===== src/rtl/mc_ctrl_hs_if.sv =====
// mc_ctrl_hs_if: control bus between the multicycle controller and the RV32I datapath/memory
interface mc_ctrl_hs_if #(parameter int CNT_W = 32);
    logic [6:0]       Op;
    logic [2:0]       F3;
    logic [6:0]       F7;
    logic             Zero;
    logic             SignBit;
    logic             mem_ready;
    logic             mem_req;
    logic             PcEn;
    logic             AdrSrc;
    logic             MemWrite;
    logic             IrWrite;
    logic             RegWrite;
    logic [2:0]       ImmSrc;
    logic [1:0]       AluSrcA;
    logic [1:0]       AluSrcB;
    logic [2:0]       AluOp;
    logic [1:0]       ResultSrc;
    logic             trap;
    logic [CNT_W-1:0] cycle_cnt;
    logic [CNT_W-1:0] instret_cnt;
    modport master (
        input  Op, F3, F7, Zero, SignBit, mem_ready,
        output mem_req, PcEn, AdrSrc, MemWrite, IrWrite, RegWrite, ImmSrc,
               AluSrcA, AluSrcB, AluOp, ResultSrc, trap, cycle_cnt, instret_cnt
    );
    modport slave (
        output Op, F3, F7, Zero, SignBit, mem_ready,
        input  mem_req, PcEn, AdrSrc, MemWrite, IrWrite, RegWrite, ImmSrc,
               AluSrcA, AluSrcB, AluOp, ResultSrc, trap, cycle_cnt, instret_cnt
    );
endinterface


===== src/rtl/mc_ctrl_hs.sv =====
// mc_ctrl_hs: multicycle RV32I control FSM with ready/valid memory handshake, watchdog and counters
module mc_ctrl_hs #(
    parameter int CNT_W   = 32,
    parameter int TMO_W   = 4,
    parameter int MEM_TMO = 15
) (
    input logic          clk,
    input logic          rst,
    mc_ctrl_hs_if.master bus
);
    typedef enum logic [3:0] {
        FETCH, DECODE, MEMADR, MEMRD, MEMWB, MEMWR, EXR, EXI,
        ALUWB, BRANCH, JAL, JALR, LUI, TRAP
    } state_t;
    localparam logic [6:0] OP_LD   = 7'b0000011;
    localparam logic [6:0] OP_ST   = 7'b0100011;
    localparam logic [6:0] OP_R    = 7'b0110011;
    localparam logic [6:0] OP_I    = 7'b0010011;
    localparam logic [6:0] OP_B    = 7'b1100011;
    localparam logic [6:0] OP_JAL  = 7'b1101111;
    localparam logic [6:0] OP_JALR = 7'b1100111;
    localparam logic [6:0] OP_LUI  = 7'b0110111;
    state_t           state, nxt;
    logic             ph;
    logic [TMO_W-1:0] wcnt;
    logic [CNT_W-1:0] cyc, ins;
    logic [2:0]       alu_f;
    logic             alu_ok, br_ok, taken, mem_st, tmo, retire;
    always_comb begin
        alu_ok = 1'b1;
        alu_f  = 3'b000;
        case (bus.F3)
            3'b000:  alu_f = (state == EXR && bus.F7[5]) ? 3'b001 : 3'b000;
            3'b111:  alu_f = 3'b010;
            3'b110:  alu_f = 3'b011;
            3'b100:  alu_f = 3'b100;
            3'b010:  alu_f = 3'b101;
            3'b011:  alu_f = 3'b110;
            default: alu_ok = 1'b0;
        endcase
    end
    assign br_ok  = bus.F3 inside {3'b000, 3'b001, 3'b100, 3'b101};
    assign taken  = bus.F3[2] ? (bus.SignBit ^ bus.F3[0]) : (bus.Zero ^ bus.F3[0]);
    assign mem_st = state inside {FETCH, MEMRD, MEMWR};
    // a ready arriving on the last allowed wait cycle still completes the access
    assign tmo    = mem_st && !bus.mem_ready && wcnt == TMO_W'(MEM_TMO);
    always_comb begin
        nxt = state;
        case (state)
            FETCH:    nxt = bus.mem_ready ? DECODE : FETCH;
            DECODE:   nxt = bus.Op == OP_LD || bus.Op == OP_ST ? MEMADR :
                            bus.Op == OP_R    ? EXR    :
                            bus.Op == OP_I    ? EXI    :
                            bus.Op == OP_B    ? BRANCH :
                            bus.Op == OP_JAL  ? JAL    :
                            bus.Op == OP_JALR ? JALR   :
                            bus.Op == OP_LUI  ? LUI    : TRAP;
            MEMADR:   nxt = bus.Op == OP_ST ? MEMWR : MEMRD;
            MEMRD:    nxt = bus.mem_ready ? MEMWB : MEMRD;
            MEMWR:    nxt = bus.mem_ready ? FETCH : MEMWR;
            EXR, EXI: nxt = alu_ok ? ALUWB : TRAP;
            BRANCH:   nxt = br_ok ? FETCH : TRAP;
            JAL:      nxt = ph ? FETCH : JAL;
            JALR:     nxt = ph ? FETCH : JALR;
            TRAP:     nxt = TRAP;
            default:  nxt = FETCH;
        endcase
        if (tmo) nxt = TRAP;
    end
    // only retiring states ever hand control back to FETCH
    assign retire = nxt == FETCH && state != FETCH;
    always_ff @(posedge clk) begin
        if (rst) begin
            state <= FETCH;
            ph    <= 1'b0;
            wcnt  <= '0;
            cyc   <= '0;
            ins   <= '0;
        end else begin
            state <= nxt;
            ph    <= (state == JAL || state == JALR) && !ph;
            wcnt  <= (mem_st && !bus.mem_ready) ? wcnt + 1'b1 : '0;
            cyc   <= cyc + 1'b1;
            if (retire) ins <= ins + 1'b1;
        end
    end
    assign bus.cycle_cnt   = cyc;
    assign bus.instret_cnt = ins;
    always_comb begin
        bus.mem_req   = 1'b0;
        bus.PcEn      = 1'b0;
        bus.AdrSrc    = 1'b0;
        bus.MemWrite  = 1'b0;
        bus.IrWrite   = 1'b0;
        bus.RegWrite  = 1'b0;
        bus.ImmSrc    = 3'b000;
        bus.AluSrcA   = 2'b00;
        bus.AluSrcB   = 2'b00;
        bus.AluOp     = 3'b000;
        bus.ResultSrc = 2'b00;
        bus.trap      = 1'b0;
        if (!rst) begin
            case (state)
                FETCH: begin
                    bus.mem_req   = 1'b1;
                    bus.IrWrite   = bus.mem_ready;
                    bus.PcEn      = bus.mem_ready;
                    bus.AluSrcB   = 2'b10;
                    bus.ResultSrc = 2'b10;
                end
                DECODE: begin
                    bus.AluSrcA = 2'b01;
                    bus.AluSrcB = 2'b01;
                    bus.ImmSrc  = bus.Op == OP_B ? 3'b010 : bus.Op == OP_JAL ? 3'b011 : 3'b000;
                end
                MEMADR: begin
                    bus.AluSrcA = 2'b10;
                    bus.AluSrcB = 2'b01;
                    bus.ImmSrc  = bus.Op == OP_ST ? 3'b001 : 3'b000;
                end
                MEMRD: begin
                    bus.mem_req = 1'b1;
                    bus.AdrSrc  = 1'b1;
                end
                MEMWR: begin
                    bus.mem_req  = 1'b1;
                    bus.MemWrite = 1'b1;
                    bus.AdrSrc   = 1'b1;
                end
                MEMWB: begin
                    bus.RegWrite  = 1'b1;
                    bus.ResultSrc = 2'b01;
                end
                EXR, EXI: begin
                    bus.AluSrcA = alu_ok ? 2'b10 : 2'b00;
                    bus.AluSrcB = alu_ok && state == EXI ? 2'b01 : 2'b00;
                    bus.AluOp   = alu_ok ? alu_f : 3'b000;
                end
                ALUWB: bus.RegWrite = 1'b1;
                BRANCH: begin
                    bus.AluSrcA = 2'b10;
                    bus.AluOp   = 3'b001;
                    bus.PcEn    = br_ok && taken;
                end
                JAL, JALR: begin
                    bus.RegWrite  = !ph;
                    bus.PcEn      = ph;
                    bus.AluSrcA   = ph ? (state == JALR ? 2'b10 : 2'b00) : 2'b01;
                    bus.AluSrcB   = ph ? (state == JALR ? 2'b01 : 2'b00) : 2'b10;
                    bus.ResultSrc = ph && state == JAL ? 2'b00 : 2'b10;
                end
                LUI: begin
                    bus.RegWrite  = 1'b1;
                    bus.ResultSrc = 2'b11;
                    bus.ImmSrc    = 3'b100;
                end
                TRAP: bus.trap = 1'b1;
                default: ;
            endcase
        end
    end
endmodule

===== src/flat_wrapper.sv =====
// flat-port wrapper written by rule: the top's interface ports become plain ports
module mc_ctrl_hs_flat 
#(
    parameter int CNT_W   = 32,
    parameter int TMO_W   = 4,
    parameter int MEM_TMO = 15
)
  (clk, rst, bus_Op, bus_F3, bus_F7, bus_Zero, bus_SignBit, bus_mem_ready, bus_mem_req, bus_PcEn, bus_AdrSrc, bus_MemWrite, bus_IrWrite, bus_RegWrite, bus_ImmSrc, bus_AluSrcA, bus_AluSrcB, bus_AluOp, bus_ResultSrc, bus_trap, bus_cycle_cnt, bus_instret_cnt);
  mc_ctrl_hs_if #(.CNT_W(CNT_W)) bus_i ();
  input logic clk;
  input logic rst;
  input wire logic [$bits(bus_i.Op)-1:0] bus_Op;
  input wire logic [$bits(bus_i.F3)-1:0] bus_F3;
  input wire logic [$bits(bus_i.F7)-1:0] bus_F7;
  input wire logic [$bits(bus_i.Zero)-1:0] bus_Zero;
  input wire logic [$bits(bus_i.SignBit)-1:0] bus_SignBit;
  input wire logic [$bits(bus_i.mem_ready)-1:0] bus_mem_ready;
  output wire logic [$bits(bus_i.mem_req)-1:0] bus_mem_req;
  output wire logic [$bits(bus_i.PcEn)-1:0] bus_PcEn;
  output wire logic [$bits(bus_i.AdrSrc)-1:0] bus_AdrSrc;
  output wire logic [$bits(bus_i.MemWrite)-1:0] bus_MemWrite;
  output wire logic [$bits(bus_i.IrWrite)-1:0] bus_IrWrite;
  output wire logic [$bits(bus_i.RegWrite)-1:0] bus_RegWrite;
  output wire logic [$bits(bus_i.ImmSrc)-1:0] bus_ImmSrc;
  output wire logic [$bits(bus_i.AluSrcA)-1:0] bus_AluSrcA;
  output wire logic [$bits(bus_i.AluSrcB)-1:0] bus_AluSrcB;
  output wire logic [$bits(bus_i.AluOp)-1:0] bus_AluOp;
  output wire logic [$bits(bus_i.ResultSrc)-1:0] bus_ResultSrc;
  output wire logic [$bits(bus_i.trap)-1:0] bus_trap;
  output wire logic [$bits(bus_i.cycle_cnt)-1:0] bus_cycle_cnt;
  output wire logic [$bits(bus_i.instret_cnt)-1:0] bus_instret_cnt;
  assign bus_i.Op = bus_Op;
  assign bus_i.F3 = bus_F3;
  assign bus_i.F7 = bus_F7;
  assign bus_i.Zero = bus_Zero;
  assign bus_i.SignBit = bus_SignBit;
  assign bus_i.mem_ready = bus_mem_ready;
  assign bus_mem_req = bus_i.mem_req;
  assign bus_PcEn = bus_i.PcEn;
  assign bus_AdrSrc = bus_i.AdrSrc;
  assign bus_MemWrite = bus_i.MemWrite;
  assign bus_IrWrite = bus_i.IrWrite;
  assign bus_RegWrite = bus_i.RegWrite;
  assign bus_ImmSrc = bus_i.ImmSrc;
  assign bus_AluSrcA = bus_i.AluSrcA;
  assign bus_AluSrcB = bus_i.AluSrcB;
  assign bus_AluOp = bus_i.AluOp;
  assign bus_ResultSrc = bus_i.ResultSrc;
  assign bus_trap = bus_i.trap;
  assign bus_cycle_cnt = bus_i.cycle_cnt;
  assign bus_instret_cnt = bus_i.instret_cnt;
  mc_ctrl_hs #(.CNT_W(CNT_W), .TMO_W(TMO_W), .MEM_TMO(MEM_TMO)) u_core (.clk(clk), .rst(rst), .bus(bus_i));
endmodule

===== config.mk =====
export PLATFORM = sky130hd
export DESIGN_NAME = mc_ctrl_hs_flat
export DESIGN_NICKNAME = d
export VERILOG_FILES = /design/src/rtl/mc_ctrl_hs_if.sv /design/src/rtl/mc_ctrl_hs.sv /design/src/flat_wrapper.sv
export SDC_FILE = /design/constraint.sdc
export NUM_CORES = 1
export LEC_CHECK = 0
export ABC_AREA = 1
export CAP_MARGIN = 25
export CORE_MARGIN = 3
export CORE_UTILIZATION = 51
export DETAILED_ROUTE_END_ITERATION = 10
export PLACE_DENSITY = 0.81
export SLEW_MARGIN = 15
export SYNTH_ARGS = -nofsm -noshare
export SYNTH_HDL_FRONTEND = slang
export SYNTH_SLANG_ARGS = --single-unit

===== constraint.sdc =====
create_clock -name clk -period 2.05 [get_ports clk]
set_clock_uncertainty 0.1 [all_clocks]
set_input_delay 0.41 -clock clk [delete_from_list [all_inputs] [get_ports clk]]
set_output_delay 0.41 -clock clk [all_outputs]
set_load 0.005 [all_outputs]

==> key figures, run 1 <==
Outcome
  • Failing checks: setup timing
  • Status: finished with violations

Critical path
  • Crit. End Element: primary output
  • Critical Path Source Type: register
  • Reg2Reg Setup Slack: -100 ps
  • Kind of critical path: register to primary output
  • Arr. time, crit path: 1670 ps
  • Depth of the worst register-to-register path: 13
  • Worst path required time: 1540 ps
  • R2r endpoint: u_core.bus.instret_cnt[2]$_SDFFE_PP0P_
  • Worst R2R Start: u_core.state[1]$_SDFF_PP0_
  • Worst-path fanout max: 3

Floorplanning
  • Chip height: 99.78 um
  • Rows: 33
  • Initial core utilization: 0.5352
  • Top-Level Pins: 105
  • Die W: 99.78 um
  • Die Area: 9956 um^2
  • Core ar.: 8382 um^2

Power
  • Cell Pwr Density: 593.7 nW/um^2
  • Final Power: 0.004010 W
  • VDD IR max: 0.3205 mV
  • Leak: 2.550 nW

STA
  • Slew of the pin with the lowest slew margin: 592.2 ps
  • Slew HR: 0.6052
  • Hold Vio Cnt, Final: 0
  • Pins Over Slew Limit: 0
  • RSZ-0062 raised after global routing: yes
  • Final Cycle Share: 1.064
  • Minimum clock period after layout: 2181 ps
  • Sum of negative setup slack: -1707 ps
  • Final setup margin: -130.9 ps
  • Final setup fails: 35
  • Max Freq: 458.5 MHz
  • Fin Hold WS: 342.3 ps

Logic synthesis
  • Flops & latches, synth: 73
  • Register area share after synthesis: 0.3258
  • Synth Cell Area: 4486 um^2
  • Mapped Nets: 746
  • Synth warnings: 0
  • Syn_area_per_cell: 6.221 um^2
  • Synth Instances: 721
  • Synth cell types: 34

Route
  • Post-DRT Antenna Nets: 0
  • DR vias: 5689
  • Wire per inst: 15.82 um
  • Vias/cell: 5.678
  • WL final: 15860 um
  • Initial drt markers: 412
  • Remaining routing DRC violations: 0
  • Initial DRT Pass Iterations: 5

Finish
  • Layout cells sized above 1: 0.2520
  • N_diodes: 0
  • Area Overhead vs Synth: 50.57%
  • Fillers: 585
  • Nets@finish: 917

Global route
  • Tot GR Track Use: 0.2825
  • Remaining Overflow, GRT: 0
  • Vias in the first global route: 5033
  • First-pass GRT wire length: 23110 um
  • Initial antenna violation count: 0
  • Largest net degree at the start of global routing: 49

Clocking
  • Cts hold-fix bufs: 0
  • Max Root-Sink Buffers: 2
  • Sink Count: 73
  • Htree depth: 3
  • CTS Buf Count: 9
  • Skew-Pair Late Insertion Delay: 350 ps
  • Clk root buf: clkbuf_8
  • CTS tree: yes
  • CTS clock-pin slew for the worst setup and hold paths: 80 ps

Min path
  • WHS Endpoint: u_core.bus.cycle_cnt[0]$_SDFF_PP0_
  • Cell count of the worst hold path: 1
  • Min-Delay Startpoint: u_core.bus.cycle_cnt[0]$_SDFF_PP0_
  • Hold Crit Class: register to register

Flow run
  • Max_cap viols: 0

Placement
  • Port buffer count: 98
  • DP Wirelength: 10090 um
  • Pre-CTS setup slack: -589.2 ps
  • GPL Wtd Cong: 0.9230
layout by cell type, fill, tap and decap left out, drive strengths merged:
cell type      Yosys  layout
inv               74      74
xnor2             12      12
o211ai             1       1
nand4              5       5
dlymetal6s2s       0       1
or3                1       1
a211oi             2       2
nor4               2       2
buf               11      86
nand2            198     198
nor2             120     120
nand3             65      65
o21ai             16      16
a21oi             59      59
o22ai              1       1
dlygate4sd2        0      11
a221oi             1       1
a31oi              5       5
nor3b              4       4
nor3              27      27
xor2              16      16
bufinv             0       1
clkinvlp           0       1
dfxtp             73      73
nand3b             8       8
or2                7       7
clkbuf             8      24
clkinv             1       4
a32oi              1       1
ha                 3       3
clkdlybuf4s50      0      68
where the power goes:
group / leakage [nW] / total, W / internal [W] / switching, W
combinational: 1.86 / 0.00138 / 0.000664 / 0.000716
clock: 0.0933 / 0.00113 / 0.000562 / 0.000565
sequential: 0.592 / 0.00150 / 0.00145 / 0.0000511
total: 2.55 / 0.00401 / 0.00268 / 0.00133
synth_stat cells:
| cell | number | area share |
|---|---|---|
| or3_1 | 1 | 0.0014 |
| a211oi_1 | 2 | 0.0033 |
| nand2_1 | 191 | 0.16 |
| nand3_2 | 2 | 0.0045 |
| a31oi_1 | 5 | 0.0070 |
| inv_2 | 3 | 0.0025 |
| nor3b_1 | 4 | 0.0067 |
| inv_1 | 71 | 0.059 |
| buf_4 | 6 | 0.010 |
| o21ai_0 | 16 | 0.018 |
| a21oi_1 | 59 | 0.066 |
| nand3b_1 | 8 | 0.013 |
| xor2_1 | 16 | 0.031 |
| buf_1 | 1 | 0.00084 |
| clkinv_1 | 1 | 0.00084 |
| a32oi_1 | 1 | 0.0020 |
| dfxtp_1 | 73 | 0.33 |
| clkbuf_1 | 8 | 0.0067 |
| nand4_1 | 5 | 0.0070 |
| nor2_1 | 111 | 0.093 |
| xnor2_1 | 12 | 0.023 |
| nor2_4 | 3 | 0.0075 |
| buf_2 | 4 | 0.0045 |
| o22ai_1 | 1 | 0.0014 |
| nand3_1 | 63 | 0.070 |
| nor4_1 | 2 | 0.0028 |
| nor2_2 | 6 | 0.0084 |
| nand2_4 | 1 | 0.0025 |
| nor3_1 | 27 | 0.030 |
| or2_2 | 7 | 0.0098 |
| o211ai_1 | 1 | 0.0017 |
| ha_1 | 3 | 0.0084 |
| nand2_2 | 6 | 0.0084 |
| a221oi_1 | 1 | 0.0020 |
worst max-delay path by stage:
stage | startpoint | to | slack [ps] | cells after the start
detailed placement | bus_Op[1] | bus_ImmSrc[0] | -590 | 8
finish | u_core.state[3]$_SDFF_PP0_ | bus_AluSrcB[0] | -130 | 11
global route | u_core.state[3]$_SDFF_PP0_ | bus_AluSrcB[0] | -210 | 11
CTS | u_core.state[3]$_SDFF_PP0_ | bus_AluSrcB[1] | -130 | 6
floorplan | rst | bus_AdrSrc | 240 | 4
global placement | bus_Op[3] | bus_ImmSrc[0] | -540 | 7
layer usage:
| layer | track usage | wire length [um] |
|---|---|---|
| met4 | 0.1134 | 605 |
| met5 | 0 | 0 |
| met1 | 0.3716 | 6386 |
| met2 | 0.4572 | 7288 |
| met3 | 0.05281 | 1574 |
kinds of logic (layout without fill, tap and decap cells):
family	Yosys count	after routing	share of synthesized area
buffers and inverters	94	270	0.08480
flip-flops	73	73	0.3258
XOR/XNOR	28	28	0.05467
AO/OA/AOI/OAI	86	86	0.1010
AND/OR/NAND/NOR	437	437	0.4254
adder cells (fa/ha/maj)	3	3	0.008369
cell type report:
type | instances | area (um^2) | area share
sequential | 73 | 1478 | 0.2188
tap | 105 | 131.4 | 0.01945
inverter | 75 | 286.5 | 0.04242
multi-input combinational | 554 | 2992 | 0.4429
timing repair buffer | 179 | 1679 | 0.2486
clock inverter | 5 | 56.30 | 0.008336
clock buffer | 11 | 131.4 | 0.01945
through the flow:
| stage | utilization | std cells | area (um^2) |
|---|---|---|---|
| 6_report | 0.8058 | 1002 | 6754 |
| 5_1_grt | 0.8058 | 1002 | 6754 |
| 4_1_cts | 0.7544 | 987 | 6324 |
| 3_5_place_dp | 0.7107 | 960 | 5957 |
| 3_3_place_gp | 0.7107 | 960 | 5957 |
| 2_1_floorplan | - | 721 | 4486 |
critical path, stage by stage (launching register included):
cell and delay, ps:
dfxtp_4 370, buf_6 120, nor2_4 120, nand2_2 80
buf_6 120, buf_6 110, nor2_4 80, nand2_1 60
nand3_1 70, nand2_1 50, inv_1 50, buf_2 100
timing repair:
item / in CTS / in global routing
setup buffers: 11 / 8
resized for setup: 103 / 87
pin swaps: 15 / 29
cloned: 0 / 7
setup endpoints to repair: 51 / 55
state kept, by name (all words and copies together), names as in the netlist:
name                    count
u_core.state                4
u_core.wcnt                 4
u_core.bus.cycle_cnt       32
u_core.ph                   1
u_core.bus.instret_cnt     32
No activity file was read; power rests on OpenSTA's default activity.
==> run 2: changes to the inputs <==
- CORE_ASPECT_RATIO: unset -> 1.4
- CORE_UTILIZATION: 51 -> 55
- PLACE_DENSITY: 0.81 -> 0.87
- clock period: 2.05 -> 2.65 ns (I/O delays scaled with it)
==> key figures, run 2 (same netlist as run 1, synthesis figures left out) <==
Power
  • Net Switching: 0.0008128 W
  • Sw frac: 0.3064
  • Leak: 2.179 nW
  • Sequential Power Share: 0.440
  • Final Power: 0.002653 W
  • Logic pwr share: 0.222
  • VDD IR max: 0.4240 mV
  • Cell Pwr Density: 447.5 nW/um^2
  • Clock Power Share: 0.338
  • Pint: 0.001840 W

Critical path
  • Worst path required time: 2020 ps
  • Slowest cell on crit path: clkdlybuf4s50_1
  • Critical Path Source Type: input pin
  • Cell mode on critical path: clkdlybuf4s50_1
  • Kind of critical path: input pin to primary output
  • CP cell instances: clkdlybuf4s50_1 -> buf_4 -> nand3_1 -> o21ai_0 -> nand2_1 -> inv_1 -> clkdlybuf4s50_1
  • Crit. End Element: primary output
  • Arr. time, crit path: 1940 ps
  • Largest stage delay, worst path: 500 ps
  • Worst-path fanout max: 3

Finish
  • Reg area: 1471 um^2
  • Final Cell Area: 5928 um^2
  • Area Overhead vs Synth: 32.16%
  • Most frequent cells in the layout: nand2_1, nor2_1, clkdlybuf4s50_1
  • Nets@finish: 857
  • N_diodes: 0
  • Commonest non-fill, non-tap cell in the layout: nand2_1
  • Layout cells sized above 1: 0.09689
  • Fillers: 645
  • Multi-input gate area: 2681 um^2

STA
  • Slew HR: 0.7205
  • Final Cycle Share: 0.9704
  • Max Freq: 388.9 MHz
  • Hold Vio Cnt, Final: 0
  • Final setup fails: 0
  • Final setup margin: 78.46 ps
  • Minimum clock period after layout: 2572 ps
  • Slew of the pin with the lowest slew margin: 416.1 ps
  • Pins Over Slew Limit: 0

Placement
  • Placed instance area: 5683 um^2
  • Pre-CTS setup slack: -237.8 ps
  • DP Wirelength: 10130 um
  • Port buffer count: 98
  • GPL Wtd Cong: 0.9338

Route
  • Post-DRT Antenna Nets: 0
  • Initial drt markers: 280
  • Vias/cell: 5.537
  • WL final: 13550 um
  • Remaining routing DRC violations: 0
  • Wire per inst: 14.48 um
  • DR vias: 5183
  • Initial DRT Pass Iterations: 5

Floorplanning
  • Core ar.: 7845 um^2
  • Die W: 82.33 um
  • Chip height: 112.9 um
  • Rows: 38
  • Die Area: 9291 um^2
  • Top-Level Pins: 105
  • Initial core utilization: 0.5718

Global route
  • Initial antenna violation count: 0
  • Vias in the first global route: 5052
  • First-pass GRT wire length: 22270 um
  • Remaining Overflow, GRT: 0
  • Tot GR Track Use: 0.3021
  • Largest net degree at the start of global routing: 36

Clocking
  • Htree depth: 3
  • CTS tree: yes
  • Clk root buf: clkbuf_8
  • Setup bufs post-CTS: 0
  • Skew-Pair Late Insertion Delay: 360 ps
  • Sink Count: 73
  • CTS Buf Count: 9
  • Max Root-Sink Buffers: 2
  • CTS clock-pin slew for the worst setup and hold paths: 70 ps

Min path
  • Hold Crit Class: register to register

Flow run
  • Max_cap viols: 0

Outcome
  • Status: complete, no violations
## run 2: metrics by stage
stage | TNS, ps | utilization | std cells | hold WS [ps]
floorplan | 0 | - | 721 | 317.6
global placement | -406.7 | 0.7244 | 921 | 326.8
detailed placement | -568.1 | 0.7244 | 921 | 336.1
CTS | -3.361 | 0.7499 | 936 | 369.8
global route | -14.56 | 0.7557 | 936 | 399.8
finish | 0 | 0.7557 | 936 | 367.4
## run 2: critical path, delay by kind of cell
kind | cells | cell delay [ps]
and+or+nand+nor | 2 | 160
buffers and inverters | 4 | 1180
AOI/OAI and AO/OA | 1 | 80
## run 2: repair_timing
action                                  CTS  global route
pin swaps                                 1             0
hold buffers                              0             0
resized for setup                         8            22
endpoints found under the setup margin    5             8
## run 2: power groups by stage
stage	registers [W]	clock network, W	logic [W]
finish	0.00117	0.000896	0.000590
global route	0.00117	0.000959	0.000642
CTS	0.00116	0.000910	0.000583
detailed placement	0.00119	0	0.000580
global placement	0.00118	0	0.000565
floorplan	0.00117	0	0.000363
## run 2: final cells by class
| type | count | share of cell area |
|---|---|---|
| Clock inverter | 3 | 0.006754 |
| Sequential cell | 73 | 0.2482 |
| Tap cell | 100 | 0.02111 |
| Clock buffer | 12 | 0.02617 |
| Inverter | 75 | 0.04749 |
| Timing Repair Buffer | 119 | 0.1980 |
| Multi-Input combinational cell | 554 | 0.4523 |
## run 2: worst paths after layout
kind,from,end,slack (ps),depth (start not counted)
worst max-delay path,bus_F3[2],bus_AluOp[2],80,7
worst min-delay path,u_core.wcnt[0]$_SDFF_PP0_,u_core.wcnt[0]$_SDFF_PP0_,370,1
worst max register to register,u_core.bus.cycle_cnt[0]$_SDFF_PP0_,u_core.bus.cycle_cnt[18]$_SDFF_PP0_,450,10
worst min register to register,u_core.wcnt[0]$_SDFF_PP0_,u_core.wcnt[0]$_SDFF_PP0_,370,1
## run 2: per-layer routing
| layer | part of all wire | global-route usage | vias to the layer above | routed length, um |
|---|---|---|---|---|
| met4 | 0.043 | 0.1696 | 0 | 588 |
| met5 | 0 | 0 | - | 0 |
| met2 | 0.53 | 0.5439 | 186 | 7134 |
| met1 | 0.38 | 0.3115 | 2407 | 5085 |
| li1 | - | - | 2542 | - |
| met3 | 0.055 | 0.06369 | 48 | 743 |
